## src/rtl/wb_periph_bridge.sv

```systemverilog
// rtl/wb_periph_bridge.sv - registered Wishbone classic bridge decoding one address field into NS slave strobes.
// Optional hung-slave timeout enabled by defining WB_BRIDGE_TIMEOUT_EN.
module wb_periph_bridge #(
    parameter int          NS       = 2,
    parameter int          SEL_LSB  = 16,
    parameter int          SEL_W    = 1,
    parameter int          TIMEOUT  = 255,
    parameter logic [31:0] ERR_DATA = 32'hDEADBEEF
) (
    input  logic             wb_clk_i,
    input  logic             wb_rst_ni,
    input  logic             wbs_cyc_i,
    input  logic             wbs_stb_i,
    input  logic             wbs_we_i,
    input  logic [3:0]       wbs_sel_i,
    input  logic [31:0]      wbs_adr_i,
    input  logic [31:0]      wbs_dat_i,
    output logic             wbs_ack_o,
    output logic [31:0]      wbs_dat_o,
    output logic             s_cyc_o,
    output logic [NS-1:0]    s_stb_o,
    output logic             s_we_o,
    output logic [3:0]       s_sel_o,
    output logic [31:0]      s_adr_o,
    output logic [31:0]      s_dat_o,
    input  logic [NS-1:0]    s_ack_i,
    input  logic [NS*32-1:0] s_dat_i,
    output logic             err_o
);

    typedef enum logic [1:0] {IDLE, FWD, RESP} state_t;

    state_t            state, state_nxt;
    logic [SEL_W-1:0]  idx_q;
    logic [31:0]       adr_q, dat_q, rdata_q;
    logic [3:0]        sel_q;
    logic              we_q, err_q;

    logic [31:0]       req_idx_ext;
    logic              req_mapped;
    logic [NS-1:0]     stb_vec;
    logic              hit_ack;
    logic [31:0]       hit_dat;
    logic              timeout_hit;

    logic              ld_req, ld_resp, resp_err;
    logic [31:0]       resp_dat;

    assign req_idx_ext = 32'(wbs_adr_i[SEL_LSB +: SEL_W]);
    assign req_mapped  = req_idx_ext < 32'(NS);

    // Mux the selected slave's ack/data by comparison so out-of-range indices never index the vectors.
    always_comb begin
        stb_vec = '0;
        hit_ack = 1'b0;
        hit_dat = '0;
        for (int k = 0; k < NS; k++) begin
            if (32'(idx_q) == k) begin
                stb_vec[k] = 1'b1;
                hit_ack    = s_ack_i[k];
                hit_dat    = s_dat_i[32*k +: 32];
            end
        end
    end

`ifdef WB_BRIDGE_TIMEOUT_EN
    localparam int CW = $clog2(TIMEOUT + 1);
    logic [CW-1:0] cnt_q;

    assign timeout_hit = (cnt_q == CW'(TIMEOUT - 1));

    always_ff @(posedge wb_clk_i) begin
        if (!wb_rst_ni) begin
            cnt_q <= '0;
        end else if (state == FWD) begin
            if (cnt_q != CW'(TIMEOUT))
                cnt_q <= cnt_q + CW'(1);
        end else begin
            cnt_q <= '0;
        end
    end
`else
    assign timeout_hit = 1'b0;
`endif

    always_comb begin
        state_nxt = state;
        ld_req    = 1'b0;
        ld_resp   = 1'b0;
        resp_err  = 1'b0;
        resp_dat  = '0;
        case (state)
            IDLE: begin
                if (wbs_cyc_i && wbs_stb_i) begin
                    ld_req = 1'b1;
                    if (req_mapped) begin
                        state_nxt = FWD;
                    end else begin
                        state_nxt = RESP;
                        ld_resp   = 1'b1;
                        resp_err  = 1'b1;
                        resp_dat  = ERR_DATA;
                    end
                end
            end
            FWD: begin
                // Host abort wins over everything; a slave ack beats a same-cycle timeout.
                if (!wbs_cyc_i) begin
                    state_nxt = IDLE;
                end else if (hit_ack) begin
                    state_nxt = RESP;
                    ld_resp   = 1'b1;
                    resp_dat  = hit_dat;
                end else if (timeout_hit) begin
                    state_nxt = RESP;
                    ld_resp   = 1'b1;
                    resp_err  = 1'b1;
                    resp_dat  = ERR_DATA;
                end
            end
            RESP:    state_nxt = IDLE;
            default: state_nxt = IDLE;
        endcase
    end

    always_ff @(posedge wb_clk_i) begin
        if (!wb_rst_ni) begin
            state   <= IDLE;
            idx_q   <= '0;
            adr_q   <= '0;
            dat_q   <= '0;
            sel_q   <= '0;
            we_q    <= 1'b0;
            rdata_q <= '0;
            err_q   <= 1'b0;
        end else begin
            state <= state_nxt;
            if (ld_req) begin
                idx_q <= wbs_adr_i[SEL_LSB +: SEL_W];
                adr_q <= wbs_adr_i;
                dat_q <= wbs_dat_i;
                sel_q <= wbs_sel_i;
                we_q  <= wbs_we_i;
            end
            if (ld_resp) begin
                rdata_q <= resp_dat;
                err_q   <= resp_err;
            end
        end
    end

    assign wbs_ack_o = (state == RESP);
    assign wbs_dat_o = wbs_ack_o ? rdata_q : 32'h0;
    assign err_o     = wbs_ack_o & err_q;
    assign s_cyc_o   = (state == FWD);
    assign s_stb_o   = s_cyc_o ? stb_vec : '0;
    assign s_we_o    = we_q;
    assign s_sel_o   = sel_q;
    assign s_adr_o   = adr_q;
    assign s_dat_o   = dat_q;

endmodule

```

## config.mk

```make
export PLATFORM = sky130hd
export DESIGN_NAME = wb_periph_bridge
export DESIGN_NICKNAME = d
export VERILOG_FILES = /design/src/rtl/wb_periph_bridge.sv
export SDC_FILE = /design/constraint.sdc
export NUM_CORES = 1
export LEC_CHECK = 0
export BUFFER_PORTS_ARGS = -buffer_cell sky130_fd_sc_hd__clkbuf_2
export CORE_AREA = 8 8 115 117
export CTS_CLUSTER_SIZE = 12
export DETAILED_ROUTE_END_ITERATION = 16
export DIE_AREA = 0 0 123 125
export GPL_TIMING_DRIVEN = 0
export PLACE_DENSITY = 0.84
export SLEW_MARGIN = 20
export SYNTH_ARGS = -nofsm -noshare
export SYNTH_HDL_FRONTEND = slang
export SYNTH_SLANG_ARGS = --single-unit
```

## constraint.sdc

```tcl
create_clock -name wb_clk_i -period 1.23 [get_ports wb_clk_i]
set_clock_uncertainty 0.1 [all_clocks]
set_input_delay 0.0615 -clock wb_clk_i [delete_from_list [all_inputs] [get_ports wb_clk_i]]
set_output_delay 0.0615 -clock wb_clk_i [all_outputs]
set_load 0.01 [all_outputs]
```

==> flow_summary.yaml <==
logic_synthesis:
  synth_compound_area_share_pct: 16.65
  synthTopCellsByArea: "dfxtp_1 (45%), nand2_1 (14%), a21boi_0 (9.7%), mux2_2 (7.6%), and2_1 (4.6%)"
  synth_xor_area_share_pct: 0
  synth_top_family_by_area: "simple AND/OR/NAND/NOR gates"
  ys_warn_count: 0
  yosys.area_share.adder_pct: 0
  synth-seq-area-share_pct: 44.98
  synth_area_per_cell_um2: 8.601
  synthCells: 533
  yosys.area.top_type: "dfxtp_1"
  synthesis.nets: 672
  synth_edf_count: 0
  synth_top_area_share_pct: 44.98
  synthArstFlopShare_pct: 0
  ys.flop_type: "dfxtp_1"
  synth_cell_types: 27
  syn-cell-area_mm2: 0.004584
  synth_simple_gate_area_share_pct: 24.56
  ys_ff_latch: 103
  muxShareOfSynthArea_pct: 8.160
sta:
  final_max_slew_viol_count: 0
  final_min_period_over_clock_period_pct: 129.6
  period_minus_slack_ns: 1.594
  hold_violations: 0
  setup_viol: 139
  fmax_ghz: 0.6273
  hold_ws_ns: 0.002181
  setup_ws_ns: -0.3641
  rsz0062_at_grt: "yes"
  finalSetupTns_ns: -35.27
pwr:
  power.internal_mw: 6.048
  power.switching_mw: 2.288
  p_sw_share_pct: 27.45
  p_comb_share_pct: 22.0
  p_per_area_mw_per_mm2: 936.9
  ir_drop_mv: 0.5889
  clock_power_share_pct: 35.3
  p_leak_nw: 4.131
  seqPwrFrac_pct: 42.7
die:
  dieHeight_um: 125
  die_x_um: 123
  die_area_mm2: 0.01538
  num_rows: 40
  io-pin-count: 245
  initial_utilization_pct: 39.48
  core_area_mm2: 0.01161
run_status:
  status: "complete, but fails checks"
  violations: "setup timing"
clock_network:
  insertion_delay_ns: 0.34
  clockBufferDepth: 2
  numClockSinks: 103
  cts_root_buf: "clkbuf_16"
  path_clk_slew_ns: 0.07
  cts_buffers: 9
  tritoncts: "done"
  htree_levels: 3
run:
  cap_violations: 0
final_layout:
  layout_commonest_cell: "clkbuf_2"
  syn2layout_area_growth_pct: 94.08
  drive_gt1_share_pct: 60.35
  fill_cells: 685
  final_area_mm2: 0.008897
  final_cell_mix: "clkbuf_2 (213), dfxtp_1 (100), nand2_1 (77)"
  nets: 1052
grt:
  grt.overflow.total: 0
  grt_pass1_wl_um: 28350
  grt_pass1_vias: 5534
  antenna_found_initial: 3
  grt_max_degree: 18
  grt_usage_pct: 23.10
worst_setup_path:
  rrSetupSlack_ns: -0.35
  critPathKind: "reg2out"
  startpoint_type: "register"
  arrival_ns: 1.43
  setup.worst_path.end_class: "output pin"
  path_max_fanout: 9
  cp.required_ns: 1.07
routing:
  ant_nets: 0
  drc_errors: 0
  num_vias: 5624
  drt_pass1_iterations: 7
  routed_via_density: 5.266
  drt_iter0_drc: 435
  wl_um: 22330
  post_drt_wl_per_cell_um: 20.91
hold_path:
  hold_class: "in2reg"
placement:
  gp_congestion: 0.7791
  io_buffers: 243
  placed_area_mm2: 0.006006
  pre_cts_ws_ns: -0.3751
  dp_hpwl_um: 11060
==> through the flow <==
step                      total power, mW  cells  utilization [%]
after global routing                8.603   1068            76.63
final                               8.336   1068            76.63
after global placement              4.540    923            51.72
after floorplan                     4.091    533                -
after CTS                           7.916   1054            68.42
after detailed placement            4.558    923            51.72
==> sequential cells by signal, summed over array words and instances, names as in the netlist <==
| signal | cells |
|---|---|
| s_adr_o | 32 |
| s_sel_o | 4 |
| state | 2 |
| s_dat_o | 32 |
| s_we_o | 1 |
| rdata_q | 32 |
==> synthesized netlist by cell type (2+ instances only) <==
| library cell | number |
|---|---|
| nand4_1 | 31 |
| o21ai_1 | 10 |
| buf_4 | 3 |
| nor2b_1 | 4 |
| mux2_2 | 31 |
| o21ai_2 | 20 |
| a21boi_0 | 59 |
| a21boi_1 | 10 |
| dfxtp_1 | 103 |
| buf_6 | 5 |
| buf_2 | 18 |
| nand2_1 | 169 |
| and2_1 | 34 |
| o21ai_0 | 2 |
| clkbuf_1 | 22 |
==> critical path, cell delays in order (launching register included) <==
cell and delay, ns:
dfxtp_4 0.37, nor2b_4 0.16, buf_12 0.14, clkbuf_8 0.13
and2_1 0.16, buf_6 0.12
==> power by group through the flow <==
stage	clock, mW	combinational, mW	sequential (mW)
after floorplan	0	0.449	3.64
after global placement	0	0.950	3.59
after detailed placement	0	0.960	3.60
after CTS	2.95	1.45	3.52
after global routing	3.11	1.92	3.57
final	2.94	1.84	3.56
==> layer usage <==
| layer | global-route usage, % | part of all wire [%] | vias up | routed length (um) |
|---|---|---|---|---|
| li1 | - | - | 2545 | - |
| met1 | 24.66 | 35 | 2660 | 7921 |
| met2 | 40.96 | 51 | 333 | 11380 |
| met3 | 6.616 | 8.4 | 86 | 1886 |
| met4 | 10.21 | 5.1 | 0 | 1139 |
| met5 | 0 | 0 | - | 0 |
==> final timing paths <==
kind | from | endpoint | cells after the start
worst max-delay path | state[1]$_SDFFE_PN0P_ | wbs_dat_o[15] | 5
worst min-delay path | s_dat_i[29] | rdata_q[29]$_SDFFE_PN0P_ | 4
worst max register to register | s_adr_o[16]$_SDFFE_PN0P_ | rdata_q[23]$_SDFFE_PN0P_ | 7
worst min register to register | s_adr_o[4]$_SDFFE_PN0P_ | s_adr_o[4]$_SDFFE_PN0P_ | 2
==> area by class of cell <==
| class | count | area [um^2] | area share, % |
|---|---|---|---|
| tap | 147 | 183.9 | 2.067 |
| clock buffer | 10 | 229.0 | 2.573 |
| sequential | 103 | 2071 | 23.27 |
| multi-input combinational | 381 | 2967 | 33.34 |
| clock inverter | 6 | 67.56 | 0.7594 |
| buffer | 43 | 425.4 | 4.781 |
| antenna | 3 | 7.507 | 0.08438 |
| timing repair buffer | 375 | 2947 | 33.12 |
==> repair_timing <==
| item | in CTS | in global routing |
|---|---|---|
| gates resized for setup | 141 | 316 |
| buffers inserted | 26 | 16 |
| hold buffers | 74 | 0 |
| endpoints found under the setup margin | 139 | 139 |
| cloned | 17 | 5 |
| pin swaps | 8 | 131 |
| hold endpoints to repair | 72 | 0 |
==> cells by family after synthesis <==
logic type,after synthesis
compound gates,102
buf+inv,49
flops,103
mux,33
other cells,1
simple gates,245
No activity file was read; power rests on OpenSTA's default activity.
